`src/rtl/int_res_addr_seq_pkg.sv`:
```
`default_nettype none
// ============================================================================
// Module   : int_res_addr_seq_pkg
// Brief    : Shared types and sizing for the int-res address sequencer.
// Revision : 1.0 - initial release
// ============================================================================
package int_res_addr_seq_pkg;

    localparam int c_NUM_BANKS = 4;
    localparam int c_BANK_SIZE = 14336;
    localparam int c_MAX_DIM   = 64;
    localparam int c_ADDR_W    = $clog2(c_NUM_BANKS * c_BANK_SIZE);

    // Words occupied by one tile element
    typedef enum logic {
        SINGLE_WIDTH = 1'b0,
        DOUBLE_WIDTH = 1'b1
    } DataWidth_t;

    // Vector length selector shared with the inference-step controller
    typedef enum logic [1:0] {
        VLEN_16  = 2'd0,
        VLEN_32  = 2'd1,
        VLEN_64  = 2'd2,
        VLEN_128 = 2'd3
    } VectorLen_t;

    // Tile traversal order; the named dimension is the outer loop
    typedef enum logic {
        ROW_MAJOR = 1'b0,
        COL_MAJOR = 1'b1
    } ScanOrder_t;

    // Flat address over all banks, sized from total int-res capacity
    typedef logic [c_ADDR_W-1:0] IntResAddr_t;

endpackage
`default_nettype wire

```
`src/rtl/int_res_bank_decode.sv`:
```
`default_nettype none
// ============================================================================
// Module   : int_res_bank_decode
// Brief    : Combinational flat-address to {bank, in-bank address} decode.
//            Bank size need not be a power of two; a comparator chain picks
//            the highest bank whose base is not above the address.
// Revision : 1.0 - initial release
// ============================================================================
module int_res_bank_decode #(
    parameter int NUM_BANKS = 4,
    parameter int BANK_SIZE = 14336,
    parameter int ADDR_W    = $clog2(NUM_BANKS * BANK_SIZE),
    parameter int BANK_W    = $clog2(NUM_BANKS),
    parameter int BADDR_W   = $clog2(BANK_SIZE)
) (
    input  logic [ADDR_W-1:0]  flat_addr,
    output logic [BANK_W-1:0]  bank,
    output logic [BADDR_W-1:0] bank_addr
);

    logic [ADDR_W-1:0]    w_bank_base [NUM_BANKS];
    logic [NUM_BANKS-1:0] w_ge;
    logic [ADDR_W-1:0]    w_off;

    for (genvar k = 0; k < NUM_BANKS; k++) begin : g_bank_cmp
        assign w_bank_base[k] = ADDR_W'(k * BANK_SIZE);
        assign w_ge[k]        = (flat_addr >= w_bank_base[k]);
    end

    // Highest bank whose base lies at or below the address wins
    always_comb begin
        bank  = '0;
        w_off = '0;
        for (int k = 0; k < NUM_BANKS; k++) begin
            if (w_ge[k]) begin
                bank  = BANK_W'(k);
                w_off = w_bank_base[k];
            end
        end
        bank_addr = BADDR_W'(flat_addr - w_off);
    end

endmodule
`default_nettype wire

```
`src/rtl/int_res_addr_seq.sv`:
```
`default_nettype none
// ============================================================================
// Module   : int_res_addr_seq
// Brief    : Tile address sequencer for the CIM intermediate-result memory.
//            Range-checks a 2-D tile, then issues one bank-decoded request
//            per element with a valid/ready handshake.
// Revision : 1.0 - initial release
// ============================================================================
module int_res_addr_seq
    import int_res_addr_seq_pkg::*;
#(
    parameter int NUM_BANKS = c_NUM_BANKS,
    parameter int BANK_SIZE = c_BANK_SIZE,
    parameter int MAX_DIM   = c_MAX_DIM,
    parameter int ADDR_W    = $clog2(NUM_BANKS * BANK_SIZE)
) (
    input  logic                           clk,
    input  logic                           rst,
    input  logic                           start,
    input  logic                           abort,
    input  logic [ADDR_W-1:0]              base_addr,
    input  logic [$clog2(MAX_DIM+1)-1:0]   num_rows,
    input  logic [$clog2(MAX_DIM+1)-1:0]   num_cols,
    input  logic [ADDR_W-1:0]              row_stride,
    input  DataWidth_t                     width,
    input  ScanOrder_t                     order,
    output logic                           req_valid,
    input  logic                           req_ready,
    output logic [$clog2(NUM_BANKS)-1:0]   req_bank,
    output logic [$clog2(BANK_SIZE)-1:0]   req_addr,
    output logic                           req_last,
    output logic                           busy,
    output logic                           done,
    output logic                           err
);

    localparam int c_DIM_W   = $clog2(MAX_DIM + 1);
    localparam int c_BANK_W  = $clog2(NUM_BANKS);
    localparam int c_BADDR_W = $clog2(BANK_SIZE);
    // Wide enough for base + ((rows-1)*stride + cols)*2 without overflow
    localparam int c_CHK_W   = ADDR_W + c_DIM_W + 2;
    localparam int c_TOTAL   = NUM_BANKS * BANK_SIZE;

    localparam logic [1:0] c_S_IDLE   = 2'd0;
    localparam logic [1:0] c_S_CHECK  = 2'd1;
    localparam logic [1:0] c_S_ISSUE  = 2'd2;
    localparam logic [1:0] c_S_FINISH = 2'd3;

    logic [1:0]            r_state, w_state_nxt;
    logic [ADDR_W-1:0]     r_base, r_stride;
    logic [c_DIM_W-1:0]    r_rows, r_cols;
    DataWidth_t            r_width;
    ScanOrder_t            r_order;
    logic [c_DIM_W-1:0]    r_inner, r_outer;
    logic [ADDR_W-1:0]     r_line, r_cur;
    logic                  r_valid, r_last, r_busy, r_done, r_err;
    logic [c_BANK_W-1:0]   r_bank;
    logic [c_BADDR_W-1:0]  r_baddr;

    logic                  w_double, w_row_major, w_empty, w_oob, w_xfer;
    logic [ADDR_W-1:0]     w_elem_step, w_stride_step, w_inner_step, w_outer_step;
    logic [c_DIM_W-1:0]    w_inner_max, w_outer_max;
    logic [c_CHK_W-1:0]    w_ext, w_end;
    logic                  w_inner_end, w_next_last;
    logic [c_DIM_W-1:0]    w_next_inner, w_next_outer;
    logic [ADDR_W-1:0]     w_line_step, w_next_line, w_next_cur, w_load_addr;
    logic [c_BANK_W-1:0]   w_dec_bank;
    logic [c_BADDR_W-1:0]  w_dec_baddr;

    // Loop geometry: steps and trip counts for the chosen scan order
    always_comb begin
        w_double      = (r_width == DOUBLE_WIDTH);
        w_row_major   = (r_order == ROW_MAJOR);
        w_elem_step   = w_double ? ADDR_W'(2) : ADDR_W'(1);
        w_stride_step = w_double ? {r_stride[ADDR_W-2:0], 1'b0} : r_stride;
        w_inner_step  = w_row_major ? w_elem_step   : w_stride_step;
        w_outer_step  = w_row_major ? w_stride_step : w_elem_step;
        w_inner_max   = w_row_major ? r_cols : r_rows;
        w_outer_max   = w_row_major ? r_rows : r_cols;
        w_empty       = (r_rows == '0) || (r_cols == '0);
        // Last word touched by the tile; the only multiply, used in CHECK
        w_ext = (c_CHK_W'(r_rows) - c_CHK_W'(1)) * c_CHK_W'(r_stride)
              + c_CHK_W'(r_cols) - c_CHK_W'(1);
        w_end = c_CHK_W'(r_base) + (w_double ? ((w_ext << 1) + c_CHK_W'(1)) : w_ext);
        w_oob = (w_end >= c_CHK_W'(c_TOTAL));
    end

    // Incremental next-element address: add inner step, or jump to next line
    always_comb begin
        w_xfer       = r_valid & req_ready;
        w_inner_end  = (r_inner == w_inner_max - c_DIM_W'(1));
        w_line_step  = r_line + w_outer_step;
        w_next_inner = w_inner_end ? '0 : r_inner + c_DIM_W'(1);
        w_next_outer = w_inner_end ? r_outer + c_DIM_W'(1) : r_outer;
        w_next_line  = w_inner_end ? w_line_step : r_line;
        w_next_cur   = w_inner_end ? w_line_step : r_cur + w_inner_step;
        w_next_last  = (w_next_inner == w_inner_max - c_DIM_W'(1)) &&
                       (w_next_outer == w_outer_max - c_DIM_W'(1));
        w_load_addr  = (r_state == c_S_CHECK) ? r_base : w_next_cur;
    end

    int_res_bank_decode #(
        .NUM_BANKS (NUM_BANKS),
        .BANK_SIZE (BANK_SIZE),
        .ADDR_W    (ADDR_W),
        .BANK_W    (c_BANK_W),
        .BADDR_W   (c_BADDR_W)
    ) u_bank_decode (
        .flat_addr (w_load_addr),
        .bank      (w_dec_bank),
        .bank_addr (w_dec_baddr)
    );

    // State register
    always_ff @(posedge clk or posedge rst) begin
        if (rst) r_state <= c_S_IDLE;
        else     r_state <= w_state_nxt;
    end

    // Next-state logic; abort overrides everything including a transfer
    always_comb begin
        w_state_nxt = r_state;
        case (r_state)
            c_S_IDLE: begin
                if (start && !abort) w_state_nxt = c_S_CHECK;
            end
            c_S_CHECK: begin
                if (abort)        w_state_nxt = c_S_IDLE;
                else if (w_empty) w_state_nxt = c_S_FINISH;
                else if (w_oob)   w_state_nxt = c_S_IDLE;
                else              w_state_nxt = c_S_ISSUE;
            end
            c_S_ISSUE: begin
                if (abort)                 w_state_nxt = c_S_IDLE;
                else if (w_xfer && r_last) w_state_nxt = c_S_FINISH;
            end
            default: w_state_nxt = c_S_IDLE;
        endcase
    end

    // Datapath: latch tile, walk counters, register decoded request and flags
    always_ff @(posedge clk or posedge rst) begin
        if (rst) begin
            r_base   <= '0;
            r_stride <= '0;
            r_rows   <= '0;
            r_cols   <= '0;
            r_width  <= SINGLE_WIDTH;
            r_order  <= ROW_MAJOR;
            r_inner  <= '0;
            r_outer  <= '0;
            r_line   <= '0;
            r_cur    <= '0;
            r_bank   <= '0;
            r_baddr  <= '0;
            r_last   <= 1'b0;
            r_valid  <= 1'b0;
            r_busy   <= 1'b0;
            r_done   <= 1'b0;
            r_err    <= 1'b0;
        end else begin
            if (r_state == c_S_IDLE && start && !abort) begin
                r_base   <= base_addr;
                r_stride <= row_stride;
                r_rows   <= num_rows;
                r_cols   <= num_cols;
                r_width  <= width;
                r_order  <= order;
            end

            if (r_state == c_S_CHECK) begin
                r_inner <= '0;
                r_outer <= '0;
                r_line  <= r_base;
                r_cur   <= r_base;
            end else if (r_state == c_S_ISSUE && w_xfer) begin
                r_inner <= w_next_inner;
                r_outer <= w_next_outer;
                r_line  <= w_next_line;
                r_cur   <= w_next_cur;
            end

            // Request fields only change on load or accepted transfer
            if (w_state_nxt == c_S_ISSUE && (r_state == c_S_CHECK || w_xfer)) begin
                r_bank  <= w_dec_bank;
                r_baddr <= w_dec_baddr;
            end

            if (w_state_nxt != c_S_ISSUE)
                r_last <= 1'b0;
            else if (r_state == c_S_CHECK)
                r_last <= (w_inner_max == c_DIM_W'(1)) && (w_outer_max == c_DIM_W'(1));
            else if (w_xfer)
                r_last <= w_next_last;

            r_valid <= (w_state_nxt == c_S_ISSUE);
            r_busy  <= (w_state_nxt != c_S_IDLE);
            r_done  <= (w_state_nxt == c_S_FINISH);
            r_err   <= (r_state == c_S_CHECK) && !abort && !w_empty && w_oob;
        end
    end

    assign req_valid = r_valid;
    assign req_bank  = r_bank;
    assign req_addr  = r_baddr;
    assign req_last  = r_last;
    assign busy      = r_busy;
    assign done      = r_done;
    assign err       = r_err;

endmodule
`default_nettype wire
```
`config.mk`:
```
export PLATFORM = sky130hd
export DESIGN_NAME = int_res_addr_seq
export DESIGN_NICKNAME = d
export VERILOG_FILES = /design/src/rtl/int_res_addr_seq_pkg.sv /design/src/rtl/int_res_bank_decode.sv /design/src/rtl/int_res_addr_seq.sv
export SDC_FILE = /design/constraint.sdc
export NUM_CORES = 1
export LEC_CHECK = 0
export CAP_MARGIN = 0
export CORE_MARGIN = 2
export CORE_UTILIZATION = 27
export CTS_CLUSTER_SIZE = 28
export DETAILED_ROUTE_END_ITERATION = 8
export SLEW_MARGIN = 40
export SYNTH_ARGS = -nofsm -noshare
export SYNTH_HDL_FRONTEND = slang
export SYNTH_HIERARCHICAL = 1
export SYNTH_SLANG_ARGS = --single-unit
```
`constraint.sdc`:
```
create_clock -name clk -period 10.7 [get_ports clk]
set_clock_uncertainty 0.15 [all_clocks]
set_input_delay 1.07 -clock clk [delete_from_list [all_inputs] [get_ports clk]]
set_output_delay 1.07 -clock clk [all_outputs]
set_load 0.005 [all_outputs]
```
; After elaboration in Yosys (flattened, before gate mapping)
; Index checks and enable logic that the tools add are counted.
[totals]
reg_bits = 117
inputBits = 53
elab_cells = 105
[classes]
addsub = 12
mul = 1
n_lt_le_gt_ge = 4
eq_ne = 10
muxes = 36
bitwise = 1
n_reduce_logical = 23
[op_table]
columns = op, count
row1 = $mux 16, 10
row2 = $mux 7, 8
row3 = $mux 14, 3
row4 = $add 16x16->16, 2
row5 = $add 16x25->25, 1
row6 = $add 25x1->25 const B, 1
row7 = $add 25x7->25, 1
row8 = $ge 25x16->1 const B, 1
row9 = $mul 8x17->25, 1
row10 = $mux 25, 1
row11 = $sub 25x1->25 const B, 1
row12 = $eq 7x7->1, 3
row13 = $mux 2, 9
row14 = $ge 16x14->1 const B, 1
row15 = $ge 16x15->1 const B, 1
row16 = $ge 16x16->1 const B, 1
row17 = $add 7x1->7 const B, 2
row18 = $eq 7x1->1 const B, 2
row19 = $logic_not 7->1, 2
row20 = $sub 14x14->14, 1
row21 = $sub 7x1->7 const B, 2
row22 = $logic_and 1x1->1, 11
row23 = $sub 7x1->8 const B, 1
row24 = $eq 2x2->1 const B, 3
row25 = 11 further kinds, 18

; Depth between registers and ports, before layout
[logic_depth]
word_depth = 14
mapped_depth = 40

; By module
; Netlist, hierarchy kept.
[by_module_without_submodules]
columns = module, instances, cells_each, area_each_um2, seq_area_each_um2
row1 = int_res_addr_seq, 1, 1655, 14164.8, 2927.8
row2 = int_res_bank_decode, 1, 30, 220.2, 0.0

; Worst setup path after synthesis
; OpenSTA, ideal clock, no wires.
[synth_timing]
kind = register to register
startpoint = reg r_rows[0]
endpoint = reg r_baddr[0], in the netlist req_addr[0]
setup_time_ps = 128
arrival_ps = 8610
t_required_ps = 10422
path_slack_ps = 1812
path_stages_with_launch = 35
n_path_buf = 3
path_cell_list = dfrtp_1 > inv_1 > clkbuf_1 > ha_1 > xor2_1 > clkbuf_1 > nand2_1 > fa_1 > inv_1 > fa_1 > fa_1 > fa_1 > inv_1 > fa_1 > inv_1 > ha_1 > and3_1 > a221o_1 > o21a_1 > or2_4 > xor2_1 > mux2_2 > ha_1 > a21oi_1 > nand2_1 > a211o_1 > a31oi_1 > xor3_1 > o31ai_1 > mux2i_1 > a211oi_2 > o211ai_2 > clkbuf_1 > o21ai_0 > nand3_1
[synth_between]
elab_chain_cells = 14
word_cells_on_any_way = 26
cone_classes = 7 x add/sub / 1 x mul / 3 x order compare / 2 x eq/ne / 10 x mux / 3 x reduce/logical
[synth_lines]
columns = item, line_no
row1 = "start, declared", int_res_addr_seq.sv:51  ; logic [c_DIM_W-1:0] r_rows, r_cols;
row2 = "start signal, assigned", int_res_addr_seq.sv:165  ; r_rows <= num_rows;
row3 = $sub 7x1->8, int_res_addr_seq.sv:82  ; w_ext = (c_CHK_W'(r_rows) - c_CHK_W'(1)) * c_CHK_W'(r_stride)
row4 = $mul 8x17->25, int_res_addr_seq.sv:82
row5 = $add 25x7->25, int_res_addr_seq.sv:83  ; + c_CHK_W'(r_cols) - c_CHK_W'(1);
row6 = $sub 25x1->25, int_res_addr_seq.sv:83
row7 = $add 25x1->25, int_res_addr_seq.sv:84  ; w_end = c_CHK_W'(r_base) + (w_double ? ((w_ext << 1) + c_CHK_W'(1)) : w_ext);
row8 = $mux 25, int_res_addr_seq.sv:84
row9 = $add 16x25->25, int_res_addr_seq.sv:84
row10 = $ge 25x16->1, int_res_addr_seq.sv:85  ; w_oob = (w_end >= c_CHK_W'(c_TOTAL));
row11 = $mux 2, int_res_addr_seq.sv:130  ; else if (w_oob) w_state_nxt = c_S_IDLE;
row12 = $mux 2, int_res_addr_seq.sv:129  ; else if (w_empty) w_state_nxt = c_S_FINISH;
row13 = $mux 2, int_res_addr_seq.sv:128  ; if (abort) w_state_nxt = c_S_IDLE;
row14 = $pmux 2 s3, int_res_addr_seq.sv:123  ; case (r_state)
row15 = $eq 2x2->1, int_res_addr_seq.sv:184  ; if (w_state_nxt == c_S_ISSUE && (r_state == c_S_CHECK || w_xfer)) begin
row16 = $logic_and 1x1->1, int_res_addr_seq.sv:184
row17 = "end signal, assigned", int_res_addr_seq.sv:186  ; r_baddr <= w_dec_baddr;
row18 = "end, declared", int_res_addr_seq.sv:58  ; logic [c_BADDR_W-1:0] r_baddr;
; Parallel ways exist; a longest one is shown, timed or not.
; A chain may end at the register's enable or synchronous reset.

; Worst setup path in the final report
[layout_timing]
startpoint = reg r_rows[2]
endpoint = reg r_last, in the netlist req_last
[layout_between]
elab_chain_cells = 14
word_cells_on_any_way = 32
cone_classes = 7 x add/sub / 1 x mul / 1 x order compare / 6 x eq/ne / 12 x mux / 5 x reduce/logical
[layout_lines]
columns = item, line_no
row1 = $sub 7x1->8, int_res_addr_seq.sv:82
row2 = $mul 8x17->25, int_res_addr_seq.sv:82
row3 = $add 25x7->25, int_res_addr_seq.sv:83
row4 = $sub 25x1->25, int_res_addr_seq.sv:83
row5 = $add 25x1->25, int_res_addr_seq.sv:84
row6 = $mux 25, int_res_addr_seq.sv:84
row7 = $add 16x25->25, int_res_addr_seq.sv:84
row8 = $ge 25x16->1, int_res_addr_seq.sv:85
row9 = $mux 2, int_res_addr_seq.sv:130
row10 = $mux 2, int_res_addr_seq.sv:129
row11 = $mux 2, int_res_addr_seq.sv:128
row12 = $pmux 2 s3, int_res_addr_seq.sv:123
row13 = $ne 2x2->1, int_res_addr_seq.sv:189  ; if (w_state_nxt != c_S_ISSUE)
row14 = $reduce_bool 3->1 (no line) or $mux 1 (tied branches), --
row15 = "end signal, assigned", int_res_addr_seq.sv:192  ; r_last <= (w_inner_max == c_DIM_W'(1)) && (w_outer_max == c_DIM_W'(1));
row16 = "end signal, assigned", int_res_addr_seq.sv:194  ; r_last <= w_next_last;
row17 = "end, declared", int_res_addr_seq.sv:56  ; logic r_valid, r_last, r_busy, r_done, r_err;
; Parallel ways exist; a longest one is shown, timed or not. The select of a mux whose other input is x is not followed.

==> impl_metrics.toml <==
[placed_design]
io_buffers = 73
place.gp.congestion = 0.8893
dp_hpwl_mm = 32.64
dpl.cell_count = 2373

[layout]
final_cell_mix = "nand2_1 (185), inv_1 (174), ha_1 (133)"
n_antenna_cell = 0
layout_commonest_cell = "nand2_1"
layout-drive-gt1-share_pct = 8.620
seq_area_um2 = 2929
instances_no_fill = 2405
postLayoutCoreUtil_pct = 31.03
multi_input_area_um2 = 10410
area_delta_synth_final_pct = 13.60
nFillCells = 5458
nets = 1989

[synthesis]
ys.flop_type = "dfrtp_1"
ys_seq_area_share_pct = 20.35
synth_nets = 1970
synth_cell_types = 83
synth_area_leaders = "dfrtp_1 (20%), fa_1 (14%), ha_1 (12%), nand2_1 (4.8%), mux2_2 (4.6%)"
syn_inst = 1685
synth_top_area_share_pct = 20.35
synth_area_um2 = 14390
yosys.area.top_type = "dfrtp_1"
ys_ff_latch = 117
synth-edff-count = 0
avgSynthCellArea_um2 = 8.537
synthArstFlopShare_pct = 100.0
yosysWarnings = 6

[clock_tree]
cts_tree = "built"
htree_levels = 4
cts_made_buffers = 17
clk_pin_slew_ns = 0.07
clk_latency_ns = 0.45
postCtsHoldBufs = 0
post-cts-setup-buffers = 0
root_buffer = "clkbuf_16"
cts.repair.resized = 0
numClockSinks = 117
cts.path.max_buffers = 2

[global_route]
grt_max_degree = 74
grt_pass1_wl_mm = 69.72
grt_overflow = 0
grt_pass1_vias = 12560
antenna_found_initial = 2
grt_util_all_layers_pct = 15.81

[timing]
layout_min_cycle_time_ns = 9.712
drv_slew = 0
slew-limit-headroom_pct = 42.37
hold_viol = 0
post-route-period-util_pct = 90.77
setup_viol_count_final = 0
setup_tns_ns = 0
worst_pin_slew_ns = 0.8639
rsz0062_at_grt = "no"
fmax_ghz = 0.1030

[detailed_routing]
vias = 12280
drtPass1Iterations = 6
final_antenna_net_count = 0
routed_wl_mm = 42.92
post_drt_wl_per_cell_um = 17.84
drt_iter0_drc = 947
vias_per_cell = 5.107
drc_errors = 0

[job]
maxCapViolations = 0

[critical_path]
cp.arrival_ns = 9.94
worst_setup_path_end_kind = "register"
critPathLaunchType = "register"
slowest_stage = "o211a_1"
worstPathRequired_ns = 10.92
critPathMaxStageDelay_ns = 0.70
worstPathMaxFanout = 19
crit_type = "register to register"
path_delay_family = "adder cells"
crit_path_frequent_cell = "fa_1"
path_buf_inv = 4

[die]
top_level_ports = 74
core-area_um2 = 52660
die_x_um = 234.8
num_rows = 84
start_util_pct = 27.32
die-area_um2 = 55140
die_height_um = 234.8

[status]
status = "complete, no violations"

[min_path]
hold_class = "register to register"
==> tightest hold or removal path, stage by stage, from the launching register on <==
cell and delay, ns:
dfrtp_1 0.35, nand2_1 0.05, nand2_1 0.05
==> registers in the layout (all words and copies together), names as in the netlist <==
name / flops
busy: 1
done: 1
err: 1
r_base: 16
r_cols: 7
r_cur: 16
r_inner: 7
r_line: 16
r_order: 1
r_outer: 7
r_rows: 7
r_state: 2
r_stride: 16
r_width: 1
req_addr: 14
req_bank: 2
req_last: 1
req_valid: 1
==> Yosys cell counts (6+ instances only) <==
cell type / n
ha_1: 133
buf_2: 9
mux2_2: 59
o31ai_1: 8
and2_1: 44
nand2b_1: 39
nand4_1: 22
nand2_1: 185
o211ai_1: 11
clkbuf_1: 66
o21a_1: 6
a21oi_1: 80
nor2_1: 117
and3_1: 17
xor2_1: 37
a22oi_1: 19
a211oi_1: 10
o21ai_0: 80
nor2b_1: 25
nand3_1: 46
nor3_1: 25
buf_4: 13
a21o_1: 22
fa_1: 99
a31oi_1: 27
dfrtp_1: 117
mux2i_1: 36
inv_1: 175
o2111ai_1: 7
xnor2_1: 53
==> worst paths after layout <==
| kind | from | end | slack [ns] | cells past startpoint |
|---|---|---|---|---|
| max | r_rows[2] | req_last | 0.99 | 32 |
| min | r_cur[3] | r_cur[3] | 0.33 | 2 |
| max reg2reg | r_rows[2] | req_last | 0.99 | 32 |
| min reg2reg | r_cur[3] | r_cur[3] | 0.33 | 2 |
| max in group asynchronous | rst | r_stride[8] | 8.30 | 3 |
| min in group asynchronous | rst | req_addr[0] | 0.97 | 2 |
==> kinds of logic after synthesis <==
kind of cell | Yosys count | synth area share [%]
flip-flops | 117 | 20.35
AO/OA/AOI/OAI | 327 | 15.09
buffers and inverters | 269 | 7.489
multiplexers | 96 | 7.228
XOR/XNOR | 95 | 6.193
AND/OR/NAND/NOR | 549 | 18.30
adder cells (fa/ha/maj) | 232 | 25.35
==> through the flow <==
| step | hold slack, ns | area [um2] | setup WS, ns |
|---|---|---|---|
| finish | 0.3307 | 16340 | 0.9879 |
| global route | 0.3551 | 16340 | 0.4800 |
| CTS | 0.3305 | 16340 | 1.042 |
| detailed placement | 0.3139 | 15740 | 1.112 |
| global placement | 0.3132 | 15740 | 1.248 |
| floorplan | 0.2953 | 14390 | 1.812 |
==> area by class of cell <==
cell class	instances	area share (%)
inverters	176	4.073
well taps	688	5.268
flip-flops and latches	117	17.92
repair buffers	93	5.390
clock buffers	18	2.626
multi-input cells	1299	63.69
clock inverters	14	1.026
==> layer usage <==
metal / wire, um / track usage (%) / vias to the layer above
li1: - / - / 5744
met1: 19060 / 20.92 / 6097
met2: 20440 / 26.50 / 385
met3: 2378 / 2.091 / 56
met4: 1037 / 5.332 / 0
met5: 0 / 0 / -
Power is not shown: default switching activity piles up to over one toggle a cycle in this logic, so the estimate is an artifact.
